`config.mk`:
```
export PLATFORM = sky130hd
export DESIGN_NAME = pc_ctrl
export DESIGN_NICKNAME = d
export VERILOG_FILES = /design/src/rtl/pc_ctrl.sv
export SDC_FILE = /design/constraint.sdc
export NUM_CORES = 1
export LEC_CHECK = 0
export CORE_ASPECT_RATIO = 0.6
export CORE_UTILIZATION = 49
export DETAILED_ROUTE_END_ITERATION = 8
export PLACE_DENSITY_LB_ADDON = 0.25
export SLEW_MARGIN = 15
export SYNTH_ARGS = -nofsm -noshare
export SYNTH_HDL_FRONTEND = slang
export SYNTH_SLANG_ARGS = --single-unit
```
`constraint.sdc`:
```
create_clock -name CLK -period 2.84 [get_ports CLK]
set_input_delay 0.852 -clock CLK [delete_from_list [all_inputs] [get_ports CLK]]
set_output_delay 0.852 -clock CLK [all_outputs]
set_load 0.03 [all_outputs]
```
`src/rtl/pc_ctrl.sv`:
```
// pc_ctrl: fetch/execute sequencer for the 10-bit PC with return-address stack and maskable interrupt
// Optional feature macro: PC_CTRL_INTR_EN (interrupt logic, IE flag, INTR state, RETI sets IE)
// Ports: CLK/RST_N (sync active-low) clock and reset; PC_COUNT current PC; IMMED branch/call target;
//   OP_* decoded op class (EXEC only); COND branch condition; INTR level interrupt request;
//   PC_LD/PC_INC/PC_MUX_SEL/FROM_IMMED/FROM_STACK drive the PC; IR_LD instruction-register strobe;
//   IE interrupt enable; STK_EMPTY/STK_FULL stack status; STK_ERR sticky overflow/underflow.
module pc_ctrl #(
  parameter int AW = 10,
  parameter int STK_DEPTH = 8,
  parameter logic [AW-1:0] INT_VECTOR = 10'h3FF
) (
  input  logic          CLK,
  input  logic          RST_N,
  input  logic [AW-1:0] PC_COUNT,
  input  logic [AW-1:0] IMMED,
  input  logic          OP_JMP,
  input  logic          OP_CALL,
  input  logic          OP_RET,
  input  logic          OP_RETI,
  input  logic          OP_BRN,
  input  logic          OP_SEI,
  input  logic          OP_CLI,
  input  logic          COND,
  input  logic          INTR,
  output logic          PC_LD,
  output logic          PC_INC,
  output logic [1:0]    PC_MUX_SEL,
  output logic [AW-1:0] FROM_IMMED,
  output logic [AW-1:0] FROM_STACK,
  output logic          IR_LD,
  output logic          IE,
  output logic          STK_EMPTY,
  output logic          STK_FULL,
  output logic          STK_ERR
);
  localparam int PW = $clog2(STK_DEPTH);
  localparam logic [PW:0] SP_FULL = (PW+1)'(STK_DEPTH);
  localparam logic [PW:0] SP_LAST = (PW+1)'(STK_DEPTH - 1);
`ifdef PC_CTRL_INTR_EN
  typedef enum logic [1:0] {S_INIT, S_FETCH, S_EXEC, S_INTR} state_t;
  logic ie_set, ie_clr, take;
`else
  typedef enum logic [1:0] {S_INIT, S_FETCH, S_EXEC} state_t;
  logic unused;
  assign unused = ^{INTR, OP_SEI, OP_CLI, INT_VECTOR};
`endif
  state_t state, nxt;
  logic [PW:0] sp;
  logic [AW-1:0] stk [STK_DEPTH];
  logic [AW-1:0] push_val;
  logic [PW-1:0] tos;
  logic push, pop, err_set;
  assign STK_EMPTY = sp == '0;
  assign STK_FULL = sp == SP_FULL;
  // when empty, FROM_STACK keeps showing entry 0, the last one popped
  assign tos = STK_EMPTY ? '0 : sp[PW-1:0] - 1'b1;
  assign FROM_STACK = stk[tos];
  assign FROM_IMMED = IMMED;
  always_comb begin
    PC_LD = 1'b0;
    PC_INC = 1'b0;
    PC_MUX_SEL = 2'd0;
    IR_LD = 1'b0;
    push = 1'b0;
    pop = 1'b0;
    err_set = 1'b0;
    push_val = PC_COUNT + 1'b1;
    nxt = state;
`ifdef PC_CTRL_INTR_EN
    ie_set = 1'b0;
    ie_clr = 1'b0;
    take = 1'b0;
`endif
    if (state == S_INIT) nxt = S_FETCH;
    else if (state == S_FETCH) begin
      IR_LD = 1'b1;
      nxt = S_EXEC;
    end else if (state == S_EXEC) begin
      if (OP_RET | OP_RETI) begin
        pop = !STK_EMPTY;
        PC_LD = !STK_EMPTY;
        PC_INC = STK_EMPTY;
        err_set = STK_EMPTY;
        PC_MUX_SEL = 2'd1;
`ifdef PC_CTRL_INTR_EN
        ie_set = OP_RETI;
`endif
      end else if (OP_CALL) begin
        push = !STK_FULL;
        PC_LD = !STK_FULL;
        PC_INC = STK_FULL;
        err_set = STK_FULL;
      end else if (OP_JMP | (OP_BRN & COND)) PC_LD = 1'b1;
      else begin
        PC_INC = 1'b1;
`ifdef PC_CTRL_INTR_EN
        ie_set = OP_SEI;
        ie_clr = OP_CLI & !OP_SEI;
`endif
      end
`ifdef PC_CTRL_INTR_EN
      // the INTR state needs a free slot after any push made by this EXEC
      take = INTR & IE & !(STK_FULL | (push & (sp == SP_LAST)));
      nxt = take ? S_INTR : S_FETCH;
`else
      nxt = S_FETCH;
`endif
    end
`ifdef PC_CTRL_INTR_EN
    else begin
      push = 1'b1;
      push_val = PC_COUNT;
      PC_LD = 1'b1;
      PC_MUX_SEL = 2'd2;
      ie_clr = 1'b1;
      nxt = S_FETCH;
    end
`endif
  end
  always_ff @(posedge CLK) begin
    if (!RST_N) begin
      state <= S_INIT;
      sp <= '0;
      IE <= 1'b0;
      STK_ERR <= 1'b0;
    end else begin
      state <= nxt;
      if (push) begin
        stk[sp[PW-1:0]] <= push_val;
        sp <= sp + 1'b1;
      end else if (pop) sp <= sp - 1'b1;
      if (err_set) STK_ERR <= 1'b1;
`ifdef PC_CTRL_INTR_EN
      if (ie_set) IE <= 1'b1;
      else if (ie_clr) IE <= 1'b0;
`else
      IE <= 1'b0;
`endif
    end
  end
endmodule

```
==> impl_metrics.yaml <==
outcome:
  status: "complete, but fails checks"
  failed_checks: "negative setup slack"
yosys:
  ys_ff_latch: 87
  ys.flop_type: "edfxtp_1"
  synth_edf_count: 80
  synth_top_area_share: 0.6053
  yosys-top-cells-area: "edfxtp_1 (61%), mux2i_1 (11%), mux4_2 (5.7%), dfxtp_1 (3.5%), ha_1 (2.5%)"
  synth_cell_types: 35
  synthArstFlopShare: 0
  seq_area_frac_synth: 0.6406
  syn-instance-count: 261
  yosys_warnings: 0
  synth_area_mm2: 0.003969
  yosysTopAreaCell: "edfxtp_1"
  syn_avg_cell_area_um2: 15.21
routing:
  via_count: 2294
  wire_per_inst_um: 17.20
  drt_iter0_markers: 152
  drcViolationCount: 0
  drt-total-wl_um: 7671
  ant_nets: 0
  firstDrtPassIters: 4
  avgViaCountPerCell: 5.143
critical_path:
  path_max_fanout: 10
  cp-end-kind: "output pin"
  critPathMaxStageDelay_ps: 510
  crit_type: "reg -> out"
  required_ps: 1990
  slowest_stage: "mux4_2"
  critical_path.cell_chain: "inv_4 -> ha_4 -> nor3b_4 -> buf_6 -> nor2_4 -> buf_12 -> mux2i_1 -> mux4_2 -> inv_4 -> buf_6"
  cp.arrival_ps: 2220
  critPathLaunchType: "register"
sta:
  max_freq_mhz: 326.0
  period_share: 1.080
  finClkSkew_ps: 5.295
  max_slew_margin: 0.5783
  holdWs_ps: 476.5
  finalSetupTns_ps: -2082
  finalSetupViolCount: 10
  rsz0062_at_grt: "yes"
  layout_setup_ws_ps: -228.0
  drv_slew: 0
  worstMarginPinSlew_ps: 628.0
  finalHoldViolations: 0
  finalCriticalPeriod_ps: 3068
floorplanning:
  fp.dieH_um: 71.71
  ios: 60
  die_area_mm2: 0.008475
  die_x_um: 118.2
  core-area_mm2: 0.007537
  rows: 24
  start_util: 0.5266
power_and_ir_drop:
  p_per_area_mw_per_mm2: 515.6
  p_seq_frac: 0.536
  peakVddDrop_mv: 0.4257
  power.switching_uw: 488.9
  total_power_uw: 2625
  pwr-share-clk: 0.420
  p_leak_uw: 0.001783
  switching_share: 0.1863
  p_int_uw: 2136
  power_frac_comb: 0.044
cts:
  numCtsBuffers: 9
  cts.clk_slew.worst_paths_ps: 60
  htreeDepth: 3
  cts.sink_count: 87
  ctsHoldBuffers: 0
  cts_tree: "built"
  clkLatencyLatePin_ps: 330
  root_buffer: "clkbuf_16"
  cts_buffer_depth: 2
finish:
  finalInstanceArea_mm2: 0.005091
  diodes: 0
  layout-drive-gt1-share: 0.3304
  final_cells: 446
  area_growth_pct: 28.28
  nets: 377
placed_design:
  finalWeightedCongestion: 0.7742
  hpwl_um: 5367
  portBuffers: 34
  dp.cells: 421
  dpl_cell_area_mm2: 0.004617
global_route:
  antenna_found_initial: 0
  grt_pass1_wl_um: 12080
  overflow: 0
  grt_max_degree: 28
  grt_usage: 0.2011
  grt_pass1_vias: 2222
min_path:
  min_path_type: "reg -> reg"
job:
  drv_cap: 0
flip-flops by register name, indices dropped and copies added (netlist names):
| name | flops |
|---|---|
| STK_ERR | 1 |
| sp | 4 |
| state | 2 |
| stk | 80 |
final timing paths:
check | startpoint | endpoint | slack [ps] | cells after the start
worst min register to register | STK_ERR$_SDFFE_PN0P_ | STK_ERR$_SDFFE_PN0P_ | 480 | 1
worst min-delay path | STK_ERR$_SDFFE_PN0P_ | STK_ERR$_SDFFE_PN0P_ | 480 | 1
worst max-delay path | sp[0]$_SDFFE_PN0P_ | FROM_STACK[6] | -230 | 10
worst max register to register | sp[0]$_SDFFE_PN0P_ | sp[3]$_SDFFE_PN0P_ | 160 | 14
power groups by stage:
stage                     Clock [uW]  Sequential [uW]  Combinational, uW
after floorplan                    0             1430               77.9
after global placement             0             1430                107
after detailed placement           0             1430                111
after CTS                       1130             1410                114
after global routing            1170             1410                126
final                           1100             1410                115
placed cells by master, fill, tap and decap left out, drive strengths merged, types with 3 or more instances in the layout:
| cell type | instances |
|---|---|
| nor2 | 16 |
| nand3 | 9 |
| clkdlybuf4s50 | 16 |
| mux4 | 10 |
| dfxtp | 7 |
| edfxtp | 80 |
| mux2i | 43 |
| a21oi | 3 |
| xnor2 | 8 |
| ha | 8 |
| nor3 | 5 |
| xor2 | 3 |
| o21ai | 3 |
| dlygate4sd2 | 3 |
| inv | 19 |
| clkbuf | 14 |
| and3 | 3 |
| nor3b | 3 |
| nand2 | 11 |
| buf | 60 |
logic make-up after synthesis:
logic type                 Yosys count  synth area share
AOI/OAI and AO/OA                   11           0.02144
xor gates and xnor gates            11           0.02428
adders and majority gates            9           0.03027
buffers and inverters               37           0.05170
DFF                                 87            0.6406
muxes                               53            0.1652
other                                1         0.0009449
and+or+nand+nor                     52           0.06557
cell usage after synthesis (2+ instances only):
| master | count |
|---|---|
| edfxtp_1 | 80 |
| mux2i_1 | 43 |
| inv_1 | 18 |
| nor2_1 | 14 |
| buf_4 | 13 |
| nand2_1 | 11 |
| mux4_2 | 10 |
| nand3_1 | 9 |
| ha_1 | 8 |
| xnor2_1 | 8 |
| dfxtp_1 | 7 |
| nor3_1 | 5 |
| a21oi_1 | 3 |
| and3_1 | 3 |
| xor2_1 | 3 |
| and2_1 | 2 |
| buf_2 | 2 |
| buf_6 | 2 |
| nor2b_1 | 2 |
| nor3b_1 | 2 |
| o21ai_0 | 2 |
worst max-delay path: cells and delay by family, from the launching register on:
family,cells,cell delay [ps]
multiplexers,2,600
flip-flops,1,350
adder cells (fa/ha/maj),1,150
AND/OR/NAND/NOR,2,260
buffers and inverters,5,510
metal layers:
metal	track usage	part of all wire	up-vias
li1	-	-	1096
met1	0.2792	0.48	1134
met2	0.3085	0.45	59
met3	0.06131	0.060	5
met4	0.05983	0.0072	0
met5	0	0	-
timing repair:
| action | CTS | global route |
|---|---|---|
| pin swaps | 7 | 3 |
| gates cloned | 1 | 0 |
| buffers inserted | 8 | 2 |
| endpoints found under the setup margin | 15 | 13 |
| resized for setup | 25 | 12 |
layout make-up:
cell class                 count  area, um2
timing repair buffer          81      749.5
fill                         527       2446
clock buffer                  12      236.5
clock inverter                 4      46.29
multi-input combinational    139       1284
inverter                      19      98.84
tap                          104      130.1
sequential                    87       2546
metrics by stage:
stage,util,worst slack [ps]
2_1_floorplan,-,-178.2
3_3_place_gp,0.6126,-401.0
3_5_place_dp,0.6126,-459.2
4_1_cts,0.6730,-234.3
5_1_grt,0.6755,-320.9
6_report,0.6755,-228.0
(Power assumes the default switching activity.)
